$ cat src/rtl/vx_flush_sequencer.sv
// Cache flush/invalidate sequencer: walks every (line, way) index and broadcasts
// one flush request per index to all banks, each bank handshaking independently.
module vx_flush_sequencer #(
   parameter int NUM_LINES     = 64,
   parameter int NUM_WAYS      = 1,
   parameter int NUM_BANKS     = 1,
   parameter int INIT_ON_RESET = 1,
   parameter int LINE_BITS     = (NUM_LINES > 1) ? $clog2(NUM_LINES) : 1,
   parameter int WAY_BITS      = (NUM_WAYS > 1) ? $clog2(NUM_WAYS) : 1
) (
   input  logic                 clk,
   input  logic                 reset,
   input  logic                 flush_req_valid,
   output logic                 flush_req_ready,
   output logic [NUM_BANKS-1:0] flush_valid,
   input  logic [NUM_BANKS-1:0] flush_ready,
   output logic [LINE_BITS-1:0] flush_line,
   output logic [WAY_BITS-1:0]  flush_way,
   output logic                 busy,
   output logic                 done
);

   typedef enum logic [1:0] {IDLE, FLUSH, DONE} state_t;

   localparam logic [LINE_BITS-1:0] LINE_MAX = LINE_BITS'(NUM_LINES - 1);
   localparam logic [WAY_BITS-1:0]  WAY_MAX  = WAY_BITS'(NUM_WAYS - 1);

   state_t               state, state_n;
   logic [LINE_BITS-1:0] line_ctr, line_n;
   logic [WAY_BITS-1:0]  way_ctr, way_n;
   logic [NUM_BANKS-1:0] sent, sent_n, fire;
   logic                 line_last, way_last;

   assign line_last = (line_ctr == LINE_MAX);
   assign way_last  = (way_ctr == WAY_MAX);

   always_ff @(posedge clk) begin
      if (reset) begin
         state    <= (INIT_ON_RESET != 0) ? FLUSH : IDLE;
         line_ctr <= '0;
         way_ctr  <= '0;
         sent     <= '0;
      end else begin
         state    <= state_n;
         line_ctr <= line_n;
         way_ctr  <= way_n;
         sent     <= sent_n;
      end
   end

   always_comb begin
      state_n         = state;
      line_n          = line_ctr;
      way_n           = way_ctr;
      sent_n          = sent;
      fire            = '0;
      flush_req_ready = 1'b0;
      flush_valid     = '0;
      done            = 1'b0;
      case (state)
         IDLE: begin
            flush_req_ready = 1'b1;
            if (flush_req_valid) begin
               state_n = FLUSH;
               line_n  = '0;
               way_n   = '0;
               sent_n  = '0;
            end
         end
         FLUSH: begin
            // valid depends only on sent, never on flush_ready
            flush_valid = ~sent;
            fire        = ~sent & flush_ready;
            sent_n      = sent | fire;
            if (&sent_n) begin
               sent_n = '0;
               way_n  = way_last ? '0 : way_ctr + WAY_BITS'(1);
               if (way_last) line_n = line_last ? '0 : line_ctr + LINE_BITS'(1);
               if (way_last && line_last) state_n = DONE;
            end
         end
         DONE: begin
            done    = 1'b1;
            state_n = IDLE;
         end
         default: state_n = IDLE;
      endcase
      if (reset) begin
         flush_req_ready = 1'b0;
         flush_valid     = '0;
         done            = 1'b0;
      end
   end

   assign busy       = (state != IDLE);
   assign flush_line = reset ? '0 : line_ctr;
   assign flush_way  = reset ? '0 : way_ctr;

endmodule

$ cat config.mk
export PLATFORM = sky130hd
export DESIGN_NAME = vx_flush_sequencer
export DESIGN_NICKNAME = d
export VERILOG_FILES = /design/src/rtl/vx_flush_sequencer.sv
export SDC_FILE = /design/constraint.sdc
export NUM_CORES = 1
export LEC_CHECK = 0
export ABC_AREA = 1
export CORE_AREA = 3 3 40 42
export DETAILED_ROUTE_END_ITERATION = 7
export DIE_AREA = 0 0 43 45
export GPL_TIMING_DRIVEN = 0
export PLACE_DENSITY = 0.67
export SLEW_MARGIN = 30
export SYNTH_ARGS = -nofsm -noshare
export SYNTH_HDL_FRONTEND = slang
export SYNTH_SLANG_ARGS = --single-unit
$ cat constraint.sdc
create_clock -name clk -period 3.2 [get_ports clk]
set_input_delay 0.48 -clock clk [delete_from_list [all_inputs] [get_ports clk]]
set_output_delay 0.48 -clock clk [all_outputs]
set_load 0.01 [all_outputs]
==> impl_metrics.json <==
{
  "drt_first_iter_violations": 11,
  "clock.fmax_mhz": 405.5,
  "wl_per_cell_um": 9.571,
  "post-route-period-util_pct": 77.07,
  "fp.dieH_um": 45,
  "postSynthCellCount": 81,
  "htreeDepth": 1,
  "power.density_nw_per_um2": 306.9,
  "hold_viol": 0,
  "status": "finished clean",
  "synth_compound_area_share_pct": 8.333,
  "gp_congestion": 0.8344,
  "grt_usage_pct": 13.09,
  "slew_violations": 0,
  "synthDistinctLibCells": 20,
  "via_count": 511,
  "start_util_pct": 39.73,
  "required_ps": 2720,
  "synth_area_leaders": "dfxtp_1 31%, nor2_1 11%, inv_1 10%",
  "yosysWarningCount": 0,
  "crit_type": "input port to output port",
  "cts_sinks": 8,
  "synth-xor-area-share_pct": 0,
  "post-route-util_pct": 53.07,
  "reg2reg_depth": 8,
  "route.detailed.drc": 0,
  "hold_path.class": "flip-flop to flip-flop",
  "setup_viol": 0,
  "fill_cells": 136,
  "rsz0062_at_grt": "false",
  "yosys.area.top_type": "dfxtp_1",
  "nNetsFinal": 104,
  "post_cts_buffers": 0,
  "layout-drive-gt1-share_pct": 12.37,
  "synth_area_sq_um": 510.5,
  "arrival_ps": 1990,
  "dieArea_sq_um": 1935,
  "place_inst": 109,
  "cts_buffer_depth": 2,
  "clk_pin_slew_ps": 50,
  "finalSetupTns_ps": 0,
  "ir_drop_mv": 0.1821,
  "hpwl_um": 883.1,
  "cts-buffers-inserted": 3,
  "multiInputGateArea_sq_um": 282.8,
  "hold_start": "line_ctr[4]$_SDFFE_PP0P_",
  "place_area_sq_um": 659.4,
  "core_sq_um": 1285,
  "worst_setup_path_start_kind": "input port",
  "holdPathEnd": "line_ctr[4]$_SDFFE_PP0P_",
  "r2r-end": "line_ctr[5]$_SDFFE_PP0P_",
  "p_leak_uw": 0.0003072,
  "syn_nets": 86,
  "via_per_inst": 4.563,
  "drv_cap": 0,
  "antenna_cells": 0,
  "r2r_start": "line_ctr[0]$_SDFFE_PP0P_",
  "syn-mean-instance-area_sq_um": 6.302,
  "fin_crit_ps": 2466,
  "first_pass_iters": 4,
  "ctsHoldBuffers": 0,
  "async_flop_share_pct": 0,
  "fin_area_sq_um": 681.9,
  "grt_pass1_vias": 435,
  "drtAntennaViolNets": 0,
  "ctsResizeCount": 0,
  "clk_latency_ps": 250,
  "synth_mux_area_share_pct": 0,
  "synth_top_family_by_area": "simple AND/OR/NAND/NOR gates",
  "synth_ff_type": "dfxtp_1",
  "cp_max_fo": 10,
  "synth-simple-area-share_pct": 43.87,
  "ys_ff_latch": 8,
  "tritoncts": "done",
  "grt_remaining_overflow": 0,
  "fin_ws_ps": 733.8,
  "whs_path_depth": 2,
  "num_rows": 13,
  "layout.cells.non_filler": 112,
  "port-buffer-count": 13,
  "endpoint_kind": "output port",
  "synth_edf_count": 0,
  "synth-adder-area-share_pct": 2.451,
  "grt_max_degree": 11,
  "dp_slack_ps": 699.4,
  "ff_latch_area_sq_um": 160.2,
  "root_buffer": "clkbuf_4",
  "syn_to_final_growth_pct": 33.58,
  "antenna_found_initial": 0,
  "clock_skew_ps": 4.098,
  "yosysSeqAreaShare_pct": 31.37,
  "dieWidth_um": 43,
  "r2r_slack_ps": 1790,
  "synth_top_area_share_pct": 31.37,
  "drt_wl_total_mm": 1.072,
  "grt_pass1_wl_mm": 1.863,
  "io_pins": 15
}
-- cells in the mapped netlist, drive strengths merged (2+ instances only) --
cell type  count
nand2         16
dfxtp          8
inv           15
nor2          18
a21oi          5
nand3          7
o21ai          2
nor3           3
-- registers in the layout, indices dropped and copies added (netlist names) --
signal	flops
state	2
line_ctr	6
-- worst max-delay path by stage --
stage	startpoint	to	slack (ps)	cells after the start
after floorplan	reset	done	1750	2
final	reset	flush_line[1]	730	4
after CTS	reset	flush_line[1]	690	4
after detailed placement	reset	done	700	4
after global placement	reset	flush_line[1]	710	4
after global routing	reset	flush_line[1]	610	4
-- report_power, final --
part | switching (uW) | internal [uW]
Combinational | 15.1 | 13.4
Sequential | 2.41 | 102
Clock | 33.7 | 42.9
Total | 51.2 | 158
-- stage by stage --
step,hold WS [ps],power (uW)
5_1_grt,582.1,225.7
4_1_cts,556.7,214.1
3_3_place_gp,544.8,134.9
2_1_floorplan,509.5,123.6
6_report,553.9,209.3
3_5_place_dp,547.0,135.1
-- cells in the final DEF (no fill, tap or decap) --
cell type and count:
clkdlybuf4s50_1 13, nor2_2 2, ha_1 1, conb_1 1, o21ai_0 1, nand3b_4 1, nand2_2 3, clkbuf_4 3
o21bai_1 1, o21ai_1 1, nor3_1 3, nand2_1 13, a21oi_1 5, inv_1 14, nand4_1 1, nor2_4 1
inv_2 1, dfxtp_1 8, buf_4 1, clkbuf_1 1, nand3_1 7, nor2_1 15
-- worst max-delay path: stages --
cell             delay [ps]
clkdlybuf4s50_1         510
clkbuf_1                360
nor2_1                  130
clkdlybuf4s50_1         500
-- metal layers --
layer  global-route usage [%]  share of wire (%)  vias up
li1                         -                  -      284
met1                    16.46                 48      216
met2                    19.46                 47        9
met3                    5.976                4.8        2
met4                    5.422               0.75        0
met5                        0                  0        -
-- area by class of cell --
class                      count  share of cell area (%)
buffer                         2                   1.651
tap                           15                   2.752
sequential                     8                   23.49
clock buffer                   3                   3.303
inverter                      15                   8.257
timing repair buffer          13                   19.08
multi-input combinational     56                   41.47
-- cells by family after synthesis --
logic type,count (synthesis)
other,1
buffers and inverters,17
adder cells (fa/ha/maj),1
AND/OR/NAND/NOR,46
flip-flops,8
AO/OA/AOI/OAI,8
Power figures use the tool's default switching activity.
